## config.mk

```make
export PLATFORM = sky130hd
export DESIGN_NAME = uart_frame_writer_flat
export DESIGN_NICKNAME = d
export VERILOG_FILES = /design/src/rtl/uart_frame_writer_if.sv /design/src/rtl/uart_frame_writer.sv /design/src/flat_wrapper.sv
export SDC_FILE = /design/constraint.sdc
export NUM_CORES = 1
export LEC_CHECK = 0
export CORE_MARGIN = 2
export CORE_UTILIZATION = 49
export DETAILED_ROUTE_END_ITERATION = 12
export PLACE_DENSITY = 0.75
export SETUP_SLACK_MARGIN = 0.5
export SLEW_MARGIN = 20
export SYNTH_ARGS = -nofsm -noshare
export SYNTH_HDL_FRONTEND = slang
export SYNTH_SLANG_ARGS = --single-unit
export TNS_END_PERCENT = 20
```

## constraint.sdc

```tcl
create_clock -name clk -period 3.05 [get_ports clk]
set_clock_uncertainty 0.05 [all_clocks]
set_input_delay 0.61 -clock clk [delete_from_list [all_inputs] [get_ports clk]]
set_output_delay 0.61 -clock clk [all_outputs]
set_load 0.05 [all_outputs]
```

## src/rtl/uart_frame_writer_if.sv

```systemverilog
// Byte-stream in / frame-buffer write out bundle for the UART frame writer.
// master = UART receiver side, slave = the writer itself.
interface uart_frame_writer_if #(
  parameter int ADDR_WIDTH = 15
);
  logic [7:0]            rx_data;
  logic                  rx_ready;
  logic                  restart;
  logic                  fb_we;
  logic [ADDR_WIDTH-1:0] fb_addr;
  logic [23:0]           fb_wdata;
  logic                  frame_done;
  logic                  busy;
  logic                  timeout_err;

  modport master (
    output rx_data, rx_ready, restart,
    input  fb_we, fb_addr, fb_wdata, frame_done, busy, timeout_err
  );

  modport slave (
    input  rx_data, rx_ready, restart,
    output fb_we, fb_addr, fb_wdata, frame_done, busy, timeout_err
  );
endinterface

```

## src/rtl/uart_frame_writer.sv

```systemverilog
// Assembles R,G,B bytes from the UART into RGB888 words and writes them to
// sequential frame-buffer addresses, resyncing on idle timeout or restart.
module uart_frame_writer #(
  parameter int N_PIXELS       = 19200,
  parameter int ADDR_WIDTH     = 15,
  parameter int TIMEOUT_CYCLES = 1_000_000
) (
  input  logic               clk,
  input  logic               rst,
  uart_frame_writer_if.slave bus
);
  localparam int CW = $clog2(TIMEOUT_CYCLES);
  localparam logic [ADDR_WIDTH-1:0] LAST_ADDR = ADDR_WIDTH'(N_PIXELS - 1);
  localparam logic [CW-1:0]         TO_MAX    = CW'(TIMEOUT_CYCLES - 1);

  typedef enum logic [1:0] {CH_R, CH_G, CH_B} ch_e;

  ch_e                   ch_q, ch_d;
  logic [7:0]            r_q, r_d, g_q, g_d;
  logic [ADDR_WIDTH-1:0] addr_q, addr_d;
  logic [CW-1:0]         cnt_q, cnt_d;
  logic                  fb_we_q, fb_we_d;
  logic [ADDR_WIDTH-1:0] fb_addr_q, fb_addr_d;
  logic [23:0]           fb_wdata_q, fb_wdata_d;
  logic                  frame_done_q, frame_done_d;
  logic                  timeout_err_q, timeout_err_d;

  always_ff @(posedge clk or posedge rst) begin
    if (rst) begin
      ch_q          <= CH_R;
      r_q           <= '0;
      g_q           <= '0;
      addr_q        <= '0;
      cnt_q         <= '0;
      fb_we_q       <= 1'b0;
      fb_addr_q     <= '0;
      fb_wdata_q    <= '0;
      frame_done_q  <= 1'b0;
      timeout_err_q <= 1'b0;
    end else begin
      ch_q          <= ch_d;
      r_q           <= r_d;
      g_q           <= g_d;
      addr_q        <= addr_d;
      cnt_q         <= cnt_d;
      fb_we_q       <= fb_we_d;
      fb_addr_q     <= fb_addr_d;
      fb_wdata_q    <= fb_wdata_d;
      frame_done_q  <= frame_done_d;
      timeout_err_q <= timeout_err_d;
    end
  end

  always_comb begin
    ch_d          = ch_q;
    r_d           = r_q;
    g_d           = g_q;
    addr_d        = addr_q;
    cnt_d         = cnt_q;
    fb_we_d       = 1'b0;
    fb_addr_d     = fb_addr_q;
    fb_wdata_d    = fb_wdata_q;
    frame_done_d  = 1'b0;
    timeout_err_d = 1'b0;

    // Address advances the cycle after a write; restart below may override it.
    if (fb_we_q) addr_d = (addr_q == LAST_ADDR) ? '0 : addr_q + 1'b1;

    if (bus.restart) begin
      ch_d   = CH_R;
      addr_d = '0;
      cnt_d  = '0;
    end else if (bus.rx_ready) begin
      cnt_d = '0;
      unique case (ch_q)
        CH_R: begin r_d = bus.rx_data; ch_d = CH_G; end
        CH_G: begin g_d = bus.rx_data; ch_d = CH_B; end
        CH_B: begin
          ch_d         = CH_R;
          fb_we_d      = 1'b1;
          fb_addr_d    = addr_q;
          fb_wdata_d   = {r_q, g_q, bus.rx_data};
          frame_done_d = (addr_q == LAST_ADDR);
        end
        default: ch_d = CH_R;
      endcase
    end else if (ch_q == CH_R) begin
      cnt_d = '0;
    end else if (cnt_q == TO_MAX) begin
      // Stale partial pixel: drop it, keep the address.
      ch_d          = CH_R;
      cnt_d         = '0;
      timeout_err_d = 1'b1;
    end else begin
      cnt_d = cnt_q + 1'b1;
    end
  end

  assign bus.fb_we       = fb_we_q;
  assign bus.fb_addr     = fb_addr_q;
  assign bus.fb_wdata    = fb_wdata_q;
  assign bus.frame_done  = frame_done_q;
  assign bus.timeout_err = timeout_err_q;
  assign bus.busy        = (ch_q != CH_R);
endmodule

```

## src/flat_wrapper.sv

```systemverilog
// flat-port wrapper written by rule: the top's interface ports become plain ports
module uart_frame_writer_flat 
#(
  parameter int N_PIXELS       = 19200,
  parameter int ADDR_WIDTH     = 15,
  parameter int TIMEOUT_CYCLES = 1_000_000
)
  (clk, rst, bus_rx_data, bus_rx_ready, bus_restart, bus_fb_we, bus_fb_addr, bus_fb_wdata, bus_frame_done, bus_busy, bus_timeout_err);
  uart_frame_writer_if #(.ADDR_WIDTH(ADDR_WIDTH)) bus_i ();
  input  logic clk;
  input  logic rst;
  input wire logic [$bits(bus_i.rx_data)-1:0] bus_rx_data;
  input wire logic [$bits(bus_i.rx_ready)-1:0] bus_rx_ready;
  input wire logic [$bits(bus_i.restart)-1:0] bus_restart;
  output wire logic [$bits(bus_i.fb_we)-1:0] bus_fb_we;
  output wire logic [$bits(bus_i.fb_addr)-1:0] bus_fb_addr;
  output wire logic [$bits(bus_i.fb_wdata)-1:0] bus_fb_wdata;
  output wire logic [$bits(bus_i.frame_done)-1:0] bus_frame_done;
  output wire logic [$bits(bus_i.busy)-1:0] bus_busy;
  output wire logic [$bits(bus_i.timeout_err)-1:0] bus_timeout_err;
  assign bus_i.rx_data = bus_rx_data;
  assign bus_i.rx_ready = bus_rx_ready;
  assign bus_i.restart = bus_restart;
  assign bus_fb_we = bus_i.fb_we;
  assign bus_fb_addr = bus_i.fb_addr;
  assign bus_fb_wdata = bus_i.fb_wdata;
  assign bus_frame_done = bus_i.frame_done;
  assign bus_busy = bus_i.busy;
  assign bus_timeout_err = bus_i.timeout_err;
  uart_frame_writer #(.N_PIXELS(N_PIXELS), .ADDR_WIDTH(ADDR_WIDTH), .TIMEOUT_CYCLES(TIMEOUT_CYCLES)) u_core (.clk(clk), .rst(rst), .bus(bus_i));
endmodule
```

==> flow_metrics.env <==
export IMPL_required_ns=2.39
export IMPL_die_area_sq_um=8940
export IMPL_relSlewSlack=0.485
export IMPL_final_setup_tns_ns=0
export IMPL_area_delta_synth_final_pct=22.2
export IMPL_pwr_density_cell_nw_per_um2=623
export IMPL_path_max_fanout=4
export IMPL_crit_type="reg -> out"
export IMPL_grt_max_degree=96
export IMPL_syn_mean_instance_area_sq_um=12.7
export IMPL_firstDrtPassIters=4
export IMPL_outcome="complete, no violations"
export IMPL_dr_first_iter_drc_count=157
export IMPL_max_stage_delay_ns=0.71
export IMPL_cp_end_kind="output pin"
export IMPL_vias=2637
export IMPL_final_cell_mix="95 x dfrtp_1, 55 x mux2_2, 54 x clkdlybuf4s50_1"
export IMPL_path_cells="nor2_1 > inv_1 > clkdlybuf4s50_1"
export IMPL_final_hold_viol_count=0
export IMPL_finalCriticalPeriod_ns=2.44
export IMPL_comb_power_share=0.230
export IMPL_maxCapViolations=0
export IMPL_core_sq_um=8090
export IMPL_synth_edff_count=0
export IMPL_ff2ff_setup_slack_ns=0.86
export IMPL_antenna_cells=0
export IMPL_cts_root_buf="clkbuf_8"
export IMPL_syn_area_sq_um=4020
export IMPL_crit_arrival_ns=1.78
export IMPL_cts_setup_buffers=0
export IMPL_cp_start_kind="register"
export IMPL_grt_pass1_wl_um=13000
export IMPL_tightest_slew_ns=0.772
export IMPL_io_pins=55
export IMPL_place_hpwl_um=5090
export IMPL_synth_ff_type="dfrtp_1"
export IMPL_ant_nets=0
export IMPL_power_frac_clock=0.289
export IMPL_p_sw_uw=991
export IMPL_routed_via_density=5.44
export IMPL_hold_buffers=0
export IMPL_cts_resized=0
export IMPL_worstReg2RegStart="u_core.cnt_q[3]"
export IMPL_drc=0
export IMPL_dpl_cell_area_sq_um=4700
export IMPL_wl_per_cell_um=15.6
export IMPL_drive_gt1_frac=0.218
export IMPL_swShare=0.324
export IMPL_synth_seq_cells=95
export IMPL_cp_slowest_cell="clkdlybuf4s50_1"
export IMPL_syn_inst=316
export IMPL_p_leak_uw=0.00216
export IMPL_die_x_um=94.6
export IMPL_portBuffers=54
export IMPL_antenna_found_initial=0
export IMPL_hold_class="reg -> reg"
export IMPL_ys_seq_area_frac=0.592
export IMPL_ys_types=35
export IMPL_die_h_um=94.6
export IMPL_final_common_cell="dfrtp_1"
export IMPL_fmax_mhz=409
export IMPL_final_cell_area_sq_um=4910
export IMPL_htreeDepth=3
export IMPL_hold_ws_ns=0.414
export IMPL_insertion_delay_ns=0.37
export IMPL_finalWirelength_um=7550
export IMPL_p_int_uw=2070
export IMPL_cts_sinks=95
export IMPL_setup_violations_final=0
export IMPL_gp_congestion=0.815
export IMPL_grt_ovfl_total=0
export IMPL_seqPwrFrac=0.481
export IMPL_min_delay_start="u_core.cnt_q[0]"
export IMPL_grt_pass1_vias=2714
export IMPL_start_util=0.496
export IMPL_grt_util_all_layers=0.188
export IMPL_cts_tree="yes"
export IMPL_cts_buffer_depth=2
export IMPL_power_uw=3060
export IMPL_fin_crit_sh=0.801
export IMPL_path_clk_slew_ns=0.10
export IMPL_yosysWarnings=0
export IMPL_peakVddDrop_mv=0.281
export IMPL_cts_inserted_buffers=9
export IMPL_fin_nets=389
export IMPL_post_route_util=0.607
export IMPL_rsz0062_at_grt="no"
export IMPL_slew_violations=0
export IMPL_async_reset_ff_frac=1.00
export IMPL_startpoint="u_core.ch_q[0]"
export IMPL_synth_net_count=330
export IMPL_num_rows=33
-- layout make-up --
class	count	area, sq um
repair buffers	61	606
well taps	105	131
clock buffers	9	124
inverters	5	22.5
multi-input cells	203	1560
flip-flops and latches	95	2380
fillers	691	3180
clock inverters	7	86.3
-- power groups by stage --
| stage | combinational, uW | clock [uW] | sequential, uW |
|---|---|---|---|
| CTS | 713 | 896 | 1470 |
| finish | 704 | 883 | 1470 |
| floorplan | 170 | 0 | 1790 |
| detailed placement | 712 | 0 | 1500 |
| global route | 738 | 960 | 1490 |
| global placement | 700 | 0 | 1490 |
-- state kept, by name (all words and copies together), names as in the netlist --
name,flops
u_core.ch_q,2
u_core.bus.fb_wdata,24
u_core.r_q,8
u_core.bus.timeout_err,1
u_core.bus.fb_we,1
u_core.cnt_q,20
u_core.bus.frame_done,1
u_core.g_q,8
u_core.addr_q,15
u_core.bus.fb_addr,15
-- logic make-up after synthesis --
family | count (synthesis) | synth area share
AO/OA/AOI/OAI | 26 | 0.0445
buffers and inverters | 18 | 0.0209
adder cells (fa/ha/maj) | 2 | 0.00623
XOR/XNOR | 23 | 0.0501
flip-flops | 95 | 0.592
multiplexers | 56 | 0.157
AND/OR/NAND/NOR | 96 | 0.130
-- synthesized netlist by cell type, types with 5 or more instances --
cell / n / area [sq um]
dfrtp_1: 95 / 2380
mux2_2: 55 / 619
nor2_1: 27 / 101
xor2_1: 19 / 166
nand2_1: 15 / 56.3
a21oi_1: 11 / 55.1
nand4_1: 11 / 68.8
nand3_1: 10 / 50.1
buf_2: 7 / 35.0
and3_1: 6 / 37.5
clkbuf_1: 5 / 18.8
inv_1: 5 / 18.8
o21ai_0: 5 / 25.0
or3_1: 5 / 31.3
-- critical path, delay by kind of cell, from the launching register on --
family	cells	cell delay (ns)
flip-flops	1	0.42
AND/OR/NAND/NOR	1	0.19
buffers and inverters	2	0.82
-- worst paths after layout --
path                                    to  depth (start not counted)
max                               bus_busy                          3
min in group asynchronous  u_core.cnt_q[5]                          3
max in group asynchronous   u_core.ch_q[0]                          3
max reg2reg                u_core.cnt_q[8]                          4
min                        u_core.cnt_q[0]                          1
min reg2reg                u_core.cnt_q[0]                          1
-- metal layers --
layer	global-route usage	routed length [um]	vias up	share of wire
li1	-	-	1241	-
met1	0.248	3330	1335	0.44
met2	0.312	3840	52	0.51
met3	0.0407	275	9	0.036
met4	0.0616	97	0	0.013
met5	0	0	-	0
-- metrics by stage --
step | instances | worst slack (ns)
after global placement | 469 | 0.652
after CTS | 485 | 0.589
final | 485 | 0.607
after floorplan | 316 | 0.939
after detailed placement | 469 | 0.613
after global routing | 485 | 0.516
Power figures use the tool's default switching activity.
